$ cat src/rtl/read_bram.sv
// read_bram: issues credit-limited block-RAM reads and streams the returned words out through a FIFO.
// Optional READ_BRAM_DEBUG_EN adds a cycle counter and a per-transfer trace.
module read_bram #(
  parameter int DATA_WIDTH = 8,
  parameter int LOG_MAX_ITERS = 16,
  parameter int LOG_MAX_READS_PER_ITER = 16,
  parameter int LOG_MAX_ADDRESS = 16,
  parameter int RAM_LATENCY = 1,
  parameter int FIFO_SLOTS = 4
) (
  input  logic                              clk,
  input  logic                              rst,
  input  logic                              configure,
  input  logic [LOG_MAX_ITERS-1:0]          num_iters,
  input  logic [LOG_MAX_READS_PER_ITER-1:0] num_reads_per_iter,
  input  logic [LOG_MAX_ADDRESS-1:0]        base_address,
  output logic [LOG_MAX_ADDRESS-1:0]        address_out,
  output logic                              read_out,
  input  logic [DATA_WIDTH-1:0]             data_in,
  output logic [DATA_WIDTH-1:0]             data_out,
  output logic                              valid_out,
  input  logic                              avail_in,
  output logic                              busy,
  output logic                              done
);
  localparam int AW = $clog2(FIFO_SLOTS);
  localparam int CW = AW + 1;
  typedef enum logic [1:0] {IDLE, RUN, DRAIN} state_t;
  state_t state_q, state_d;
  logic [LOG_MAX_ITERS-1:0] iters_q, iters_d;
  logic [LOG_MAX_READS_PER_ITER-1:0] reads_q, reads_d, nreads_q, nreads_d;
  logic [LOG_MAX_ADDRESS-1:0] base_q, base_d, addr_q, addr_d;
  logic [CW-1:0] credits_q, credits_d, count_q, count_d;
  logic [AW-1:0] wr_q, wr_d, rd_q, rd_d;
  logic [RAM_LATENCY-1:0] pipe_q, pipe_d;
  logic done_q, done_d;
  logic [DATA_WIDTH-1:0] mem_q [FIFO_SLOTS];
  logic issue, push, pop, drained;
  assign issue = (state_q == RUN) && (credits_q != '0);
  assign push = pipe_q[RAM_LATENCY-1];
  assign pop = (count_q != '0) && avail_in;
  assign drained = (state_q == DRAIN) && (pipe_q == '0) && (count_q == '0);
  assign read_out = issue;
  assign address_out = (state_q == RUN) ? addr_q : '0;
  assign valid_out = pop;
  assign data_out = mem_q[rd_q];
  assign done = done_q | drained;
  assign busy = (state_q != IDLE) && !drained;
  always_comb begin
    state_d = state_q;
    iters_d = iters_q;
    reads_d = reads_q;
    nreads_d = nreads_q;
    base_d = base_q;
    addr_d = addr_q;
    done_d = 1'b0;
    credits_d = credits_q - CW'(issue) + CW'(pop);
    count_d = count_q + CW'(push) - CW'(pop);
    wr_d = wr_q + AW'(push);
    rd_d = rd_q + AW'(pop);
    pipe_d = (pipe_q << 1) | RAM_LATENCY'(issue);
    if (state_q == IDLE && configure) begin
      iters_d = num_iters;
      reads_d = num_reads_per_iter;
      nreads_d = num_reads_per_iter;
      base_d = base_address;
      addr_d = base_address;
      done_d = (num_iters == '0) || (num_reads_per_iter == '0);
      state_d = done_d ? IDLE : RUN;
    end
    // last read of an iteration rewinds to base; last of the final iteration starts draining
    if (issue) begin
      if (reads_q == LOG_MAX_READS_PER_ITER'(1)) begin
        addr_d = base_q;
        reads_d = nreads_q;
        iters_d = iters_q - 1'b1;
        state_d = (iters_q == LOG_MAX_ITERS'(1)) ? DRAIN : RUN;
      end else begin
        addr_d = addr_q + 1'b1;
        reads_d = reads_q - 1'b1;
      end
    end
    if (drained) state_d = IDLE;
  end
  always_ff @(posedge clk) begin
    if (!rst) begin
      state_q <= IDLE;
      iters_q <= '0;
      reads_q <= '0;
      nreads_q <= '0;
      base_q <= '0;
      addr_q <= '0;
      credits_q <= CW'(FIFO_SLOTS);
      count_q <= '0;
      wr_q <= '0;
      rd_q <= '0;
      pipe_q <= '0;
      done_q <= 1'b0;
    end else begin
      assert (!(push && count_q == CW'(FIFO_SLOTS))) else $error("read_bram: write to full FIFO");
      state_q <= state_d;
      iters_q <= iters_d;
      reads_q <= reads_d;
      nreads_q <= nreads_d;
      base_q <= base_d;
      addr_q <= addr_d;
      credits_q <= credits_d;
      count_q <= count_d;
      wr_q <= wr_d;
      rd_q <= rd_d;
      pipe_q <= pipe_d;
      done_q <= done_d;
    end
  end
  always_ff @(posedge clk) begin
    if (push) mem_q[wr_q] <= data_in;
  end
`ifdef READ_BRAM_DEBUG_EN
  logic [15:0] tics_q;
  always_ff @(posedge clk) begin
    if (!rst) tics_q <= '0;
    else begin
      tics_q <= tics_q + 1'b1;
      if (valid_out) $display("READ_BRAM: cycle %d, data_out %x", tics_q, data_out);
    end
  end
`else
`endif
endmodule

$ cat config.mk
export PLATFORM = sky130hd
export DESIGN_NAME = read_bram
export DESIGN_NICKNAME = d
export VERILOG_FILES = /design/src/rtl/read_bram.sv
export SDC_FILE = /design/constraint.sdc
export NUM_CORES = 1
export LEC_CHECK = 0
export CAP_MARGIN = 0
export CORE_MARGIN = 10
export CORE_UTILIZATION = 50
export CTS_CLUSTER_DIAMETER = 100
export DETAILED_ROUTE_END_ITERATION = 8
export PLACE_DENSITY_LB_ADDON = 0.08
export RECOVER_POWER = 100
export REMOVE_ABC_BUFFERS = 1
export SLEW_MARGIN = 20
export SYNTH_ARGS = -nofsm -noshare
export SYNTH_HDL_FRONTEND = slang
export SYNTH_SLANG_ARGS = --single-unit
$ cat constraint.sdc
create_clock -name clk -period 2.7 [get_ports clk]
set_clock_uncertainty 0.15 [all_clocks]
set_input_delay 0.54 -clock clk [delete_from_list [all_inputs] [get_ports clk]]
set_output_delay 0.54 -clock clk [all_outputs]
set_load 0.03 [all_outputs]
[Word-level counts from Yosys, hierarchy flattened]
Memories as Yosys holds them, arrays and structs flattened. A register that Yosys moved wholly into a read port is not among the register bits.
Cells that the tools add are included.
Word-level totals
  logic and storage cells: 65
  memories: 1
  output and inout bits: 28
  bits in writable memories: 32
  flip-flop bits (word level): 94
  input port bits: 60
Memory list
  mem_q: words 4, bits a word 8, read ports 1, clocked after memory_dff 1, wr ports 1, RTL line 37  | logic [DATA_WIDTH-1:0] mem_q [FIFO_SLOTS];
Operators by class
  reductions and logical operators: 18
  equal/unequal tests: 4
  bitwise gates (word level): 3
  add/sub/neg operators: 9
  mux-type cells: 18
Operator list (count)
  $mux W16: 10
  $eq A16 B1 Y1 const B: 2
  $logic_not A16 Y1: 2
  $sub A16 B1 Y16 const B: 2
  $add A16 B1 Y16 const B: 1
  $mux W2: 5
  $add A3 B1 Y3: 2
  $logic_and A1 B1 Y1: 6
  $reduce_bool A3 Y1: 2
  $sub A3 B1 Y3: 2
  $add A2 B1 Y2: 2
  $reduce_bool A2 Y1: 2
  $logic_not A3 Y1: 1
  $mux W1: 3
  $eq A2 B1 Y1 const B: 1
  $eq A2 B2 Y1 const B: 1
  $logic_not A2 Y1: 1
  $not A1 Y1: 2
  $reduce_and A2 Y1: 1
  $reduce_or A2 Y1: 1
  $logic_not A1 Y1: 1
  $logic_or A1 B1 Y1: 1
  $or A1 B1 Y1: 1

[Longest topological paths before layout]
  word-level depth: 6
  gate-level depth with buffers: 13
  depth with buffers taken out: 10

[Worst setup path before layout]
OpenSTA, ideal clock, no wires.
  path kind: reg2reg
  start point: reg state_q[0]
  end point: reg credits_q[2]
  library setup time: 0.128 ns
  slack: -0.139 ns
  cell stages (with the launch flop): 14
  path buffers: 3
  clock period less this slack: 2.839 ns
  arrival time: 2.561 ns
  data required time: 2.422 ns
  cells stage by stage: dfxtp_1 buf_2 nor2b_1 nand2b_1 buf_2 inv_2 clkbuf_1 ha_1 inv_1 ha_1 inv_1 fa_1 xnor2_1 nand2_1
On the way
  word-level cells in the longest chain between the ends: 4
Ends and longest elaborated chain
  start, declared: RTL line 29  | state_t state_q, state_d;
  start signal, assigned: RTL line 101  | state_q <= state_d;
  $eq A2 B1 Y1: RTL line 39  | assign issue = (state_q == RUN) && (credits_q != '0);
  $logic_and A1 B1 Y1: RTL line 39
  net read_out: RTL line 18  | output logic read_out,
  $sub A3 B1 Y3: RTL line 57  | credits_d = credits_q - CW'(issue) + CW'(pop);
  $add A3 B1 Y3: RTL line 57
  end signal, assigned: RTL line 93  | credits_q <= CW'(FIFO_SLOTS);
  end signal, assigned: RTL line 107  | credits_q <= credits_d;
  end, declared: RTL line 33  | logic [CW-1:0] credits_q, credits_d, count_q, count_d;
The timed path passes the listed nets, and every way through them passes these cells.
A chain may end at the register's enable or synchronous reset.

==> run metrics <==
core area=12100 um2; CP Launch Type=flop; post-placement cell count=933; total CTS buffers=17; crit end category=output port; RSZ-0062 raised after global routing=false; critical path buffer and inverter count=2; R2R Setup Slk=0.18 ns; layout cell share with drive strength beyond 1=0.105; ANT nets after route=0; Final Setup Violations=0; syn_area_per_cell=8.98 um2; DRT iter0 DRCs=590; normalized max-slew margin=0.343; Hold Crit Class=reg -> reg; DP Wirelength=12.0 mm; Worst Path Arrival=1.87 ns; H-tree depth=4; Max IR drop VDD=0.000568 V; Worst R2R Start=reads_q[8]; GRT Total Usage=0.194; PortBufs=87; max-slew violation count=0; Die Area=17200 um2; Via Count=5688; Routed WL=17.2 mm; final hold slack=0.305 ns; pin slew with the least headroom to its limit=0.985 ns; Initial Utilization=0.513; Mapped Cells=689; post-CTS setup buffers=0; status=finished clean; CTS clk-pin slew, worst paths=0.05 ns; CTS Root Cell=clkbuf_16; Rows=40; synthesized flop and latch total=126; Main synth FF type=dfxtp_1; Via-to-Cell Ratio=5.89; WL/cell=17.8 um; mapped cell area=6190 um2; number of antenna diodes=0; hold path cells=2; total gr overflow=0; DRC=0; Crit path max-delay family=buffers and inverters; Max Freq=390 MHz; crit share post-route=0.949; critical-path maximum fanout=9; WP data required=2.01 ns; Post-synth ARST share=0; clk sinks=126; Final nets=857; pwr dens=814 nW/um2; post-route insts no fill=965; first-pass GRT wire length=27.8 mm; Tmin final=2.56 ns; initial antenna violation count=0; R2R cell count=5; EDFF count, synth=32; Max stage delay cell, worst path=mux4_2; Crit Path Class=reg -> out; io pins=88; Die W=131 um; Hold Path End=base_q[1]; worst-skew pair later-pin latency=0.42 ns; largest net degree at the start of global routing=39; Final Wtd Congestion=0.866; area grow syn2layout=28.4%; DRT Pass-1 Iters=5; crit-path cells=clkbuf_4 -> mux4_2 -> dlygate4sd2_1; CTS tree=done; Leak=2.95 nW; number of fill cells in the layout=1030; library cells used by synthesis=65; vias in the first global route=5512; clk buf depth=2; Die Y=131 um; hold path startpoint=base_q[1]; CP max stage delay=0.54 ns; endpoints failing hold=0; post-synthesis sequential area ratio=0.459; fin util=0.658; Synth Warn #=0; Max Cap Violations=0; worst flop-to-flop path endpoint=iters_q[13]
power by group:
part / switching [mW] / leakage, nW / internal (mW) / total (mW)
registers: 0.204 / 1.06 / 2.13 / 2.33
clock network: 0.830 / 0.334 / 1.84 / 2.67
logic: 0.830 / 1.55 / 0.639 / 1.47
flip-flops by register name (all words and copies together), names as in the netlist, 2 cells and up:
name,count
wr_q,2
rd_q,2
state_q,2
credits_q,3
reads_q,16
nreads_q,16
addr_q,16
mem_q,32
base_q,16
iters_q,16
count_q,3
cells in the final DEF (no fill, tap or decap), drive strengths merged, types with 5 or more instances in the layout:
cell           count
xor2               5
nor2              34
o31ai              7
buf               37
dlygate4sd2        9
o211ai            12
nand4              9
dlygate4sd3        9
clkinv             5
nor4              15
a221o              5
ha                11
bufinv             7
a22oi              5
a221oi             6
o21ai             24
a311oi             7
mux4               8
a31oi             10
a211oi             8
clkdlybuf4s50     50
and2              19
dfxtp             94
nor3              37
edfxtp            32
nand3             11
xnor2              6
nand2            120
a21oi             60
inv               18
clkbuf            35
or3                7
o21a              11
layout make-up:
| class | count | area, um2 | share of cell area |
|---|---|---|---|
| Clock buffer | 19 | 443 | 0.0558 |
| Timing Repair Buffer | 121 | 1050 | 0.132 |
| Tap cell | 168 | 210 | 0.0265 |
| Inverter | 18 | 67.6 | 0.00851 |
| Multi-Input combinational cell | 500 | 3090 | 0.389 |
| Sequential cell | 126 | 2840 | 0.358 |
| Clock inverter | 13 | 241 | 0.0304 |
logic make-up after synthesis:
kind of cell	after synthesis	synth area share
flops	126	0.459
simple gates	276	0.215
xor+xnor	11	0.0156
fa+ha+maj	13	0.0287
mux	11	0.0342
compound gates	189	0.207
buf+inv	63	0.0408
cells in the mapped netlist, types with 3 or more instances:
library cell	instances	area [um2]
a221oi_1	5	43.8
o2bb2ai_1	4	35.0
and3_1	4	25.0
a31oi_1	10	62.6
a22oi_1	5	37.5
nor4_1	14	87.6
xor2_1	5	43.8
dfxtp_1	94	1880
buf_1	6	22.5
nor3_2	4	40.0
and4_1	3	26.3
nor3b_1	4	30.0
a21oi_1	60	300
mux4_2	8	180
ha_1	11	138
and2_1	19	119
a221o_1	5	50.1
nand2_1	120	450
a211oi_1	8	60.1
or3_1	7	43.8
o21ai_1	20	100
inv_1	17	63.8
buf_2	13	65.1
nor3_1	33	165
edfxtp_1	32	961
or4_1	3	22.5
a311oi_1	7	61.3
xnor2_1	6	52.6
nand4_1	9	56.3
nand2b_1	4	25.0
nor2b_1	3	18.8
o31ai_1	7	52.6
nor2_1	34	128
nand3_1	11	55.1
a21o_1	3	22.5
o21ai_0	4	20.0
clkbuf_1	26	97.6
o211ai_1	12	90.1
o21a_1	11	82.6
a211o_1	3	26.3
worst max path at each step:
stage	cells after the start	from	endpoint	slack (ns)
after CTS	3	state_q[0]	address_out[15]	0.03
final	3	rd_q[0]	data_out[7]	0.14
after global placement	7	configure	addr_q[15]	0.15
after detailed placement	7	configure	addr_q[15]	0.04
after floorplan	5	configure	addr_q[15]	-1.98
after global routing	4	state_q[0]	address_out[6]	0.02
routing by layer:
layer / share of wire / global-route usage
met5: 0 / 0
met4: 0.014 / 0.0594
met3: 0.057 / 0.0457
met2: 0.47 / 0.316
met1: 0.46 / 0.248
worst reg2reg max path, stage by stage, from the launching register on:
cell     delay, ns
dfxtp_1       0.36
nor4_1        0.46
nand4_1       0.40
or3_1         0.56
o311a_1       0.32
o21a_1        0.16
timing repair:
action / CTS / global route
endpoints found under the setup margin: 9 / 4
hold buffers: 0 / 0
pin swaps: 0 / 0
gates resized for setup: 10 / 4
per-stage QoR:
| step | instance area (um2) | TNS [ns] | setup WS (ns) | power, mW |
|---|---|---|---|---|
| CTS | 8030 | 0 | 0.0332 | 6.54 |
| floorplan | 6000 | -132.70 | -1.98 | 3.29 |
| detailed placement | 7360 | 0 | 0.0427 | 3.90 |
| finish | 7940 | 0 | 0.138 | 6.47 |
| global route | 7940 | 0 | 0.0194 | 6.76 |
| global placement | 7360 | 0 | 0.147 | 3.85 |
No activity file was read; power rests on OpenSTA's default activity.
